File: src/rtl/lcd_rgb_rx_capture.sv
// Parallel RGB LCD receive/capture: pixel coordinates, geometry measurement, lock FSM.
// Optional frame CRC-16-CCITT over captured pixels when LCD_RX_CRC_EN is defined.
module lcd_rgb_rx_capture #(
    parameter int H_ACTIVE    = 800,
    parameter int V_ACTIVE    = 480,
    parameter int LOCK_FRAMES = 2,
    parameter int CW          = 13
) (
    input  logic          CLK,
    input  logic          rst_n,
    input  logic          HS,
    input  logic          VS,
    input  logic          DE,
    input  logic [7:0]    LCDR,
    input  logic [7:0]    LCDG,
    input  logic [7:0]    LCDB,
    output logic          pix_valid,
    output logic [CW-1:0] pix_x,
    output logic [CW-1:0] pix_y,
    output logic [23:0]   pix_rgb,
    output logic          frame_start,
    output logic          locked,
    output logic [CW-1:0] meas_htotal,
    output logic [CW-1:0] meas_hact,
    output logic [CW-1:0] meas_vact,
    output logic          err_line,
    output logic          err_geom,
    output logic [15:0]   frame_crc,
    output logic          crc_valid
);

    typedef enum logic [1:0] {SEARCH, MEASURE, LOCKED} state_e;

    localparam logic [CW-1:0] CMAX = '1;
    localparam logic [CW-1:0] HACT = CW'(H_ACTIVE);
    localparam logic [CW-1:0] VACT = CW'(V_ACTIVE);
    localparam logic [3:0]    LOCKN = 4'(LOCK_FRAMES);

    function automatic logic [CW-1:0] sat_inc(input logic [CW-1:0] v);
        return (v == CMAX) ? v : v + 1'b1;
    endfunction

    logic          hs1_q, vs1_q, de1_q, hs2_q, vs2_q, de2_q;
    logic [23:0]   rgb1_q;
    logic [CW-1:0] hlen_q, xcnt_q, line_q, htot_q, hact_q, vact_q;
    logic [CW-1:0] pix_x_q, pix_y_q;
    logic [23:0]   pix_rgb_q;
    logic          cut_q, bad_q, pix_valid_q, fs_q, el_q, eg_q;
    state_e        state_q, state_d;
    logic [3:0]    match_q, match_d;

    logic          hs_fall, vs_fall, de_rise, de_fall;
    logic          run_done, run_bad, bad_now, match, geom_err;
    logic [CW-1:0] x_pix, y_pix, line_now, hact_now;
    logic          is_locked, pix_valid_d, err_line_d;

    assign hs_fall = hs2_q & ~hs1_q;
    assign vs_fall = vs2_q & ~vs1_q;
    assign de_rise = de1_q & ~de2_q;
    assign de_fall = ~de1_q & de2_q;

    // A run already cut by VS fall does not count as a line
    assign run_done = de_fall & ~cut_q;
    assign run_bad  = run_done & (xcnt_q != HACT);
    assign bad_now  = bad_q | run_bad;
    assign line_now = run_done ? sat_inc(line_q) : line_q;
    assign hact_now = run_done ? xcnt_q : hact_q;
    assign match    = ~bad_now & (hact_now == HACT) & (line_now == VACT);
    assign x_pix    = (de_rise | vs_fall) ? '0 : xcnt_q;
    assign y_pix    = vs_fall ? '0 : line_q;

    always_ff @(posedge CLK or negedge rst_n) begin
        if (!rst_n) begin
            hs1_q <= 1'b0; vs1_q <= 1'b0; de1_q <= 1'b0;
            hs2_q <= 1'b0; vs2_q <= 1'b0; de2_q <= 1'b0;
            rgb1_q <= '0;
            hlen_q <= '0; xcnt_q <= '0; line_q <= '0;
            htot_q <= '0; hact_q <= '0; vact_q <= '0;
            cut_q <= 1'b0; bad_q <= 1'b0;
            pix_valid_q <= 1'b0; pix_x_q <= '0; pix_y_q <= '0; pix_rgb_q <= '0;
            fs_q <= 1'b0; el_q <= 1'b0; eg_q <= 1'b0;
        end else begin
            hs1_q <= HS; vs1_q <= VS; de1_q <= DE;
            rgb1_q <= {LCDR, LCDG, LCDB};
            hs2_q <= hs1_q; vs2_q <= vs1_q; de2_q <= de1_q;
            hlen_q <= hs_fall ? CW'(1) : sat_inc(hlen_q);
            if (hs_fall) htot_q <= hlen_q;
            if (de1_q) xcnt_q <= sat_inc(x_pix);
            if (run_done) hact_q <= xcnt_q;
            line_q <= vs_fall ? '0 : line_now;
            if (vs_fall) vact_q <= line_now;
            bad_q <= vs_fall ? 1'b0 : bad_now;
            if (vs_fall && de1_q && !de_rise) cut_q <= 1'b1;
            else if (de_rise) cut_q <= 1'b0;
            pix_valid_q <= pix_valid_d;
            if (de1_q) begin
                pix_x_q   <= x_pix;
                pix_y_q   <= y_pix;
                pix_rgb_q <= rgb1_q;
            end
            fs_q <= vs_fall;
            el_q <= err_line_d;
            eg_q <= geom_err;
        end
    end

    always_ff @(posedge CLK or negedge rst_n) begin
        if (!rst_n) begin
            state_q <= SEARCH;
            match_q <= '0;
        end else begin
            state_q <= state_d;
            match_q <= match_d;
        end
    end

    always_comb begin
        state_d  = state_q;
        match_d  = match_q;
        geom_err = 1'b0;
        unique case (state_q)
            SEARCH: if (vs_fall) begin
                state_d = MEASURE;
                match_d = '0;
            end
            MEASURE: if (vs_fall) begin
                if (match) begin
                    match_d = match_q + 4'd1;
                    if (match_q + 4'd1 == LOCKN) state_d = LOCKED;
                end else begin
                    match_d  = '0;
                    geom_err = 1'b1;
                end
            end
            LOCKED: if (vs_fall && !match) begin
                state_d  = MEASURE;
                match_d  = '0;
                geom_err = 1'b1;
            end
            default: state_d = SEARCH;
        endcase
    end

    always_comb begin
        is_locked   = (state_q == LOCKED);
        pix_valid_d = de1_q & is_locked;
        err_line_d  = run_bad & is_locked;
    end

    assign pix_valid   = pix_valid_q;
    assign pix_x       = pix_x_q;
    assign pix_y       = pix_y_q;
    assign pix_rgb     = pix_rgb_q;
    assign frame_start = fs_q;
    assign locked      = is_locked;
    assign meas_htotal = htot_q;
    assign meas_hact   = hact_q;
    assign meas_vact   = vact_q;
    assign err_line    = el_q;
    assign err_geom    = eg_q;

`ifdef LCD_RX_CRC_EN
    function automatic logic [15:0] crc_px(input logic [15:0] c, input logic [23:0] d);
        logic [15:0] r;
        r = c;
        for (int i = 23; i >= 0; i--)
            r = {r[14:0], 1'b0} ^ ((r[15] ^ d[i]) ? 16'h1021 : 16'h0000);
        return r;
    endfunction

    logic [15:0] crc_q, crc_next, fcrc_q;
    logic        cv_q;

    assign crc_next = pix_valid_d ? crc_px(crc_q, rgb1_q) : crc_q;

    always_ff @(posedge CLK or negedge rst_n) begin
        if (!rst_n) begin
            crc_q  <= 16'hFFFF;
            fcrc_q <= '0;
            cv_q   <= 1'b0;
        end else if (vs_fall) begin
            crc_q  <= 16'hFFFF;
            fcrc_q <= crc_next;
            cv_q   <= is_locked;
        end else begin
            crc_q <= crc_next;
            cv_q  <= 1'b0;
        end
    end

    assign frame_crc = fcrc_q;
    assign crc_valid = cv_q;
`else
    assign frame_crc = 16'h0000;
    assign crc_valid = 1'b0;
`endif

endmodule

File: config.mk
export PLATFORM = sky130hd
export DESIGN_NAME = lcd_rgb_rx_capture
export DESIGN_NICKNAME = d
export VERILOG_FILES = /design/src/rtl/lcd_rgb_rx_capture.sv
export SDC_FILE = /design/constraint.sdc
export NUM_CORES = 1
export LEC_CHECK = 0
export BUFFER_PORTS_ARGS = -buffer_cell sky130_fd_sc_hd__buf_2
export CAP_MARGIN = 25
export CORE_MARGIN = 3
export CORE_UTILIZATION = 55
export DETAILED_ROUTE_END_ITERATION = 8
export PLACE_DENSITY = 0.79
export SLEW_MARGIN = 25
export SYNTH_ARGS = -nofsm -noshare
export SYNTH_HDL_FRONTEND = slang
export SYNTH_SLANG_ARGS = --single-unit
export TNS_END_PERCENT = 100
File: constraint.sdc
create_clock -name CLK -period 3.1 [get_ports CLK]
set_input_delay 0.62 -clock CLK [delete_from_list [all_inputs] [get_ports CLK]]
set_output_delay 0.62 -clock CLK [all_outputs]
set_load 0.05 [all_outputs]
* After elaboration in Yosys (flattened, before gate mapping)
Cells that the tools add are included.
** Storage, ports and cells
- Flip-flop bits (word level) :: 170
- Input bits :: 29
- Output and inout bits :: 111
** Cells by class
- $add $sub $neg :: 4
- Equal/unequal tests :: 15
- Multiplexer cells :: 27
- Bitwise operators :: 18
- Reductions and logical operators :: 10
** Operator list (number)
- two-way mux 13 bit :: 9
- adder 13 x 1 -> 13 bit, second input constant :: 3
- == test 13 bit, second input constant :: 3
- two-way mux 4 bit :: 4
- == test 13 x 10 -> 1 bit, second input constant :: 1
- == test 13 x 9 -> 1 bit, second input constant :: 1
- != test 13 x 10 -> 1 bit, second input constant :: 1
- one-hot mux 4 bit (3 select lines) :: 1
- bitwise AND 1 bit :: 10
- two-way mux 2 bit :: 5
- != test 2 bit, second input constant :: 5
- two-way mux 1 bit :: 6
- NOT 1 bit :: 6
- one-hot mux 2 bit (3 select lines) :: 1
- AND reduction 5 bit :: 1
- adder 4 x 1 -> 4 bit, second input constant :: 1
- == test 4 x 2 -> 1 bit, second input constant :: 1
- AND reduction 4 bit :: 1
- logical AND 1 bit :: 3
- nonzero test 3 bit :: 1
- == test 2 x 1 -> 1 bit, second input constant :: 1
- == test 2 bit, second input constant :: 1
- zero test 1 bit :: 2
- zero test 2 bit :: 1
- other kinds (4) :: 5

* Depth between registers and ports, before layout
Gate-level depths: netlist of the first run.
- Word-level depth :: 12
- Gate-level depth with buffers :: 15

* Worst setup path after synthesis of the first run
Ideal clock, no wire load.
- Kind :: flip-flop to flip-flop
- Start point :: register vs1_q
- End point :: register xcnt_q[11]
- Data arrival time :: 2.745 ns
- Data required time :: 3.021 ns
- Setup slack :: 0.275 ns
- Cell stages (with the launch flop) :: 16
- Buffers on the path :: 2
- Clock period less this slack :: 2.825 ns
- Cells stage by stage :: dfrtp_1 > nand2b_1 > clkbuf_1 > clkinv_1 > nor2_1 > clkbuf_1 > and2_1 > ha_1 > nand2_1 > nor3_1 > nand4_1 > o31a_1 > nand3_1 > nor3_1 > nand4_1 > mux2i_1
** Between the ends
- Cells in the longest elaborated chain, start to end :: 6
** RTL lines
- start, declared :: RTL line 43 : logic hs1_q, vs1_q, de1_q, hs2_q, vs2_q, de2_q;
- start signal, assigned :: RTL line 74 : hs1_q <= 1'b0; vs1_q <= 1'b0; de1_q <= 1'b0;
- start signal, assigned :: RTL line 83 : hs1_q <= HS; vs1_q <= VS; de1_q <= DE;
- NOT 1 bit (*) :: RTL line 58 : assign vs_fall = vs2_q & ~vs1_q;
- bitwise AND 1 bit (*) :: RTL line 58
- OR 1 bit (*) :: RTL line 69 : assign x_pix = (de_rise | vs_fall) ? '0 : xcnt_q;
- two-way mux 13 bit (*) :: RTL line 69
- via x_pix[0] :: RTL line 54 : logic [CW-1:0] x_pix, y_pix, line_now, hact_now;
- adder 13 x 1 -> 13 bit or == test 13 bit (tied branches) :: RTL line 40 : return (v == CMAX) ? v : v + 1'b1;
- two-way mux 13 bit (*) :: RTL line 40
- end signal, assigned :: RTL line 88 : if (de1_q) xcnt_q <= sat_inc(x_pix);
- end, declared :: RTL line 45 : logic [CW-1:0] hlen_q, xcnt_q, line_q, htot_q, hact_q, vact_q;
Mark *: on every way through the listed nets, which the timed path passes. The rest lies on a longest branch.
A chain may end at the register's enable or synchronous reset.

* Worst setup path in the final report of the first run
- Start point :: register xcnt_q[3]
- End point :: register match_q[3]
** Between the ends
- Cells in the longest elaborated chain, start to end :: 10
** RTL lines
- != test 13 x 10 -> 1 bit :: RTL line 64 : assign run_bad = run_done & (xcnt_q != HACT);
- bitwise AND 1 bit :: RTL line 64
- OR 1 bit :: RTL line 65 : assign bad_now = bad_q | run_bad;
- NOT 1 bit :: RTL line 68 : assign match = ~bad_now & (hact_now == HACT) & (line_now == VACT);
- bitwise AND 1 bit (*) (2 in series) :: RTL line 68
- zero test 1 bit :: RTL line 135 : LOCKED: if (vs_fall && !match) begin
- logical AND 1 bit :: RTL line 135
- != test 2 x 1 -> 1 bit (no line)
- AND reduction 4 bit (no line)
- end signal, assigned :: RTL line 113 : match_q <= match_d;
- end, declared :: RTL line 50 : logic [3:0] match_q, match_d;
Mark *: on every way between the ends. The rest lies on a longest branch, timed or not. The select of a mux whose other input is x is not followed.

==> metrics.yaml, run 1 <==
timing:
  finalHoldViolations: 0
  grt_setup_unrepaired: "no"
  max_freq_mhz: 341.9
  worst_pin_slew_ns: 0.5913
  min_period_ns: 2.925
  finalSetupViolCount: 0
  maxSlewViolCount: 0
  finClkSkew_ns: 0.008736
  setup_tns_ns: 0
  slew_headroom_pct: 60.58
  finalCritPeriodShare_pct: 94.35
placed_design:
  place_congestion: 0.9235
  port_buffers: 122
  dp_hpwl_mm: 10.92
route:
  avgRoutedWirePerCell_um: 15.68
  vias_per_cell: 5.323
  drt_iter0_drc: 312
  drtAntennaViolNets: 0
  via_count: 5264
  wirelength_mm: 15.50
  drc: 0
  drt-pass1-iter-count: 5
layout:
  seq_area_um2: 4255
  diodes: 0
  drive_gt1_share_pct: 26.93
  layout_common_cells: "169 x dfrtp_1, 122 x nand2_1, 121 x buf_2"
  multi_input_area_um2: 2649
  fill_cells: 996
  final_common_cell: "dfrtp_1"
  area_delta_synth_final_pct: 19.85
  finalNetCount: 842
setup_path:
  critPathArrivalTime_ns: 3.25
  crit_chain: "or4b_1, nor4_4, o21bai_2, a2111oi_4, nand3b_2, or4_4, o41ai_2"
  max_stage_delay_ns: 0.58
  critPathKind: "reg2reg"
  start_kind: "flop"
  critPathRequiredTime_ns: 3.43
  cp-end-kind: "flop"
  cpMaxStageDelayCell: "or4b_1"
  cp_max_fo: 6
grt:
  grt_pass1_wl_mm: 26.12
  grt_antenna_before_repair: 1
  grt_start_max_net_pins: 63
  grt_pass1_vias: 5368
  grt_overflow_total: 0
  grt_usage_pct: 22.45
synth:
  synth_area_per_cell_um2: 10.66
  yosysSeqAreaShare_pct: 59.01
  synthArstFlopShare_pct: 100.0
  synth_edf_count: 0
  yosysUniqueCellTypes: 58
  ys_seq_elements: 170
  synthCells: 676
  synth_warnings: 0
  synth_top_flop_cell: "dfrtp_1"
  netlist_area_um2: 7209
clock_tree:
  cts_resized: 0
  numCtsBuffers: 17
  post_cts_buffers: 0
  hold_buffers: 0
  cts_sinks: 170
  cts_tree: "done"
  cts-root-buf: "clkbuf_16"
  htree_levels: 4
  cts.clk_slew.worst_paths_ns: 0.07
  clk_latency_ns: 0.42
  cts_max_path_buffers: 2
power_and_ir_drop:
  peakVddDrop_mv: 0.4968
  netSwitchingFraction_pct: 30.16
  power.internal_w: 0.003988
  power_w: 0.005710
  cellLeakagePower_nw: 4.243
  pwr-share-comb_pct: 16.4
  p_clk_share_pct: 39.9
  pwr-share-seq_pct: 43.7
  power.density_nw_per_um2: 660.8
  switchingPower_w: 0.001722
floorplan:
  start_util_pct: 56.67
  die_width_um: 120.5
  num_rows: 41
  die_area_um2: 14520
  die_h_um: 120.5
  core-area_um2: 12720
  io_pins: 140
flow_run:
  maxCapViolCount: 0
outcome:
  status: "complete, no violations"
worst_hold_path:
  hold_class: "in2async"
layer usage:
layer	part of all wire, %	routed length (µm)	GRT usage, %	vias up
met4	1.9	300	8.286	2
met2	47	7364	35.66	175
met5	0.045	7	0	-
met1	44	6791	29.36	2555
li1	-	-	-	2501
met3	6.7	1040	6.829	31
critical path: cells and delay by family (launching register included):
kind	cells	cell delay, ns
simple gates	4	1.60
compound gates	3	0.77
flops	1	0.45
final timing paths:
path                                 from            end  slack (ns)  cells after the start
worst max-delay path            xcnt_q[3]     match_q[3]        0.18                      7
worst min-delay path                rst_n  meas_vact[10]        0.14                      1
worst max register to register  xcnt_q[3]     match_q[3]        0.18                      7
worst min register to register      vs1_q          vs2_q        0.37                      0
max in group asynchronous           rst_n    pix_rgb[22]        2.14                      2
min in group CLK                  LCDR[4]     rgb1_q[20]        0.30                      1
stage by stage:
stage	setup WS [ns]	hold slack, ns	area [µm²]	std cells	util, %
after floorplan	0.2753	0.3244	7269	692	-
after global routing	0.007441	0.1818	8641	989	67.92
after global placement	0.2692	0.3562	8000	957	62.88
after detailed placement	0.2039	0.3613	8000	957	62.88
after CTS	0.1726	0.1577	8641	989	67.92
final	0.1751	0.1417	8641	989	67.92
cell type report:
cell class              count  share of cell area (%)
clock buffers              20                   5.401
clock inverters            12                   2.013
inverters                  35                   1.520
multi-input cells         442                   30.65
flip-flops and latches    170                   49.25
well taps                 172                   2.491
repair buffers            138                   8.674
cell families (layout without fill, tap and decap cells):
kind of cell,Yosys count,count (layout),synth area share [%]
mux,34,34,5.224
simple gates,270,270,18.29
buf+inv,80,205,5.154
xor+xnor,29,29,3.523
flops,170,170,59.01
compound gates,83,83,7.185
other cells,1,17,0.05202
fa+ha+maj,9,9,1.562
synth_stat cells, drive strengths merged (10+ instances only):
master | count | area share, %
dfrtp | 170 | 59
nand2 | 123 | 6.4
o21ai | 51 | 3.5
nor2 | 38 | 2.0
inv | 34 | 1.8
nand3 | 31 | 2.2
mux2 | 29 | 4.5
clkbuf | 25 | 1.3
buf | 20 | 2.0
xnor2 | 17 | 2.1
nand4 | 16 | 1.4
and2 | 13 | 1.1
xor2 | 12 | 1.5
and3 | 10 | 0.87
power groups by stage:
stage	logic [W]	registers [W]	clock network, W
after floorplan	0.000380	0.00283	0
after global placement	0.000916	0.00252	0
after detailed placement	0.000940	0.00253	0
after CTS	0.000945	0.00250	0.00232
after global routing	0.00102	0.00252	0.00241
final	0.000937	0.00250	0.00228
Power figures use the tool's default switching activity.
==> run 2: changes to the inputs <==
Settings changed: CORE_MARGIN 3 to 4.
==> run 2 against run 1 <==
  * Final area fell by 0.58%
  * Sequential share of layout area up 0.29 points
  * Register-to-register slack got worse by 0.03 ns
  * Clock power down 12%
  * Via count increased by 0.95%
  * Global-route usage down 1.1 points
  * Worst hold slack gained 0.11 ns
  * Critical path type unchanged
  * Count of clock-buffer cells in the layout is 3 higher
==> metrics.yaml, run 2 (same netlist as run 1, synthesis figures left out) <==
clock_tree:
  cts_max_path_buffers: 2
  cts_tree: "done"
  cts-root-buf: "clkbuf_16"
  numCtsBuffers: 17
  cts_sinks: 170
  hold_buffers: 0
  htree_levels: 4
  cts.clk_slew.worst_paths_ns: 0.06
  clk_latency_ns: 0.42
timing:
  finalCritPeriodShare_pct: 95.47
  finalSetupViolCount: 0
  finClkSkew_ns: 0.008100
  maxSlewViolCount: 0
  finalHoldViolations: 0
  worst_pin_slew_ns: 0.7999
  min_period_ns: 2.960
  slew_headroom_pct: 46.67
  max_freq_mhz: 337.9
placed_design:
  dp_hpwl_mm: 10.68
  place_congestion: 0.9360
  port_buffers: 122
  post_dp_cell_area_um2: 7990
grt:
  use_met3_pct: 6.359
  grt_usage_pct: 21.32
  grt_start_max_net_pins: 87
  top_usage_layer: "met2"
  grt_pass1_wl_mm: 25.41
  grt_antenna_before_repair: 1
  grt_overflow_total: 0
  grt_pass1_vias: 5265
  grtUsageMet1_pct: 29.26
  grtUsageMet2_pct: 33.29
setup_path:
  crit_chain: "or4bb_1, nor4_4, o21bai_2, a2111oi_4, nand3b_1, nor4b_4, mux2i_1, a32o_1"
  critPathRequiredTime_ns: 3.45
  max_stage_delay_ns: 0.58
  start_kind: "flop"
  crit_family: "simple AND/OR/NAND/NOR gates"
  worstReg2RegStart: "xcnt_q[6]"
  crit_buf_inv: 0
  r2r_setup_slack_ns: 0.14
  r2r_end: "state_q[0]"
  rr_worst_depth: 8
  cp_max_fo: 5
  cpMaxStageDelayCell: "or4bb_1"
  critPathArrivalTime_ns: 3.31
  cp-end-kind: "flop"
  critPathKind: "reg2reg"
floorplan:
  die_h_um: 122.5
  num_rows: 41
  core-area_um2: 12720
  start_util_pct: 56.67
  die_width_um: 122.5
  io_pins: 140
  die_area_um2: 15000
layout:
  diodes: 0
  finalNetCount: 840
  drive_gt1_share_pct: 26.38
  final_common_cell: "dfrtp_1"
  fin_area_um2: 8591
  layout_common_cells: "169 x dfrtp_1, 122 x nand2_1, 121 x buf_2"
  area_delta_synth_final_pct: 19.16
route:
  drc: 0
  drt_iter0_drc: 368
  via_count: 5314
  wirelength_mm: 15.32
  drt-pass1-iter-count: 7
  vias_per_cell: 5.384
  avgRoutedWirePerCell_um: 15.52
  drtAntennaViolNets: 0
power_and_ir_drop:
  peakVddDrop_mv: 0.4373
  power_w: 0.005456
  power.density_nw_per_um2: 635.1
  cellLeakagePower_nw: 4.217
flow_run:
  maxCapViolCount: 0
worst_hold_path:
  hold_class: "in2async"
outcome:
  status: "complete, no violations"
-- run 2: cell types whose count changed in the layout (fill, tap and decap cells not counted), moves of 2 or more --
cell,change
clkinv_2,+2
inv_6,-4
bufinv_16,-2
buf_4,-3
clkbuf_1,+3
inv_8,-2
clkinvlp_4,+3
-- run 2: worst reg2reg max path: cells and delay by family (launching register included) --
kind / cells / cell delay (ns)
AND/OR/NAND/NOR: 4 / 1.46
AO/OA/AOI/OAI: 3 / 0.74
flip-flops: 1 / 0.43
multiplexers: 1 / 0.28
-- run 2: per-layer routing --
metal  vias to the layer above  share of wire (%)
met2                       203                 48
met1                      2584                 43
met4                         2                1.1
met5                         -              0.085
li1                       2497                  -
met3                        28                8.1
-- run 2: cell type report --
cell class / count / area [µm²]
Clock inverter: 9 / 88.84
Inverter: 35 / 131.4
Fill cell: 985 / 4131
Sequential cell: 170 / 4255
Multi-Input combinational cell: 442 / 2675
Timing Repair Buffer: 136 / 747.0
Tap cell: 172 / 215.2
Clock buffer: 23 / 478.0
-- run 2: timing repair --
item	in CTS	in global routing
resized for setup	0	3
buffers inserted	0	1
setup endpoints to repair	0	2
hold endpoints to repair	0	0
-- run 2: per-stage QoR --
stage	hold WS [ns]	TNS (ns)	util (%)	setup WS [ns]	std cells
after floorplan	0.3244	0	-	0.2753	692
after global placement	0.3559	0	62.80	0.2746	954
after detailed placement	0.3666	0	62.80	0.1870	954
after CTS	0.2827	0	67.26	0.1623	986
after global routing	0.2883	-0.04372	67.53	-0.02645	987
final	0.2470	0	67.53	0.1404	987
-- run 2: worst max-delay path by stage --
stage                     startpoint          to  depth (start not counted)
after floorplan                vs1_q  xcnt_q[11]                         15
after global placement     xcnt_q[3]  match_q[3]                          7
after detailed placement   xcnt_q[3]  match_q[3]                          7
after CTS                  xcnt_q[3]  match_q[3]                          7
after global routing       xcnt_q[6]  state_q[0]                          8
final                      xcnt_q[6]  state_q[0]                          8
-- run 2: power breakdown --
part	switching (W)	internal (W)
Combinational	0.000695	0.000251
Sequential	0.000120	0.00238
Clock	0.000837	0.00117
Total	0.00165	0.00380
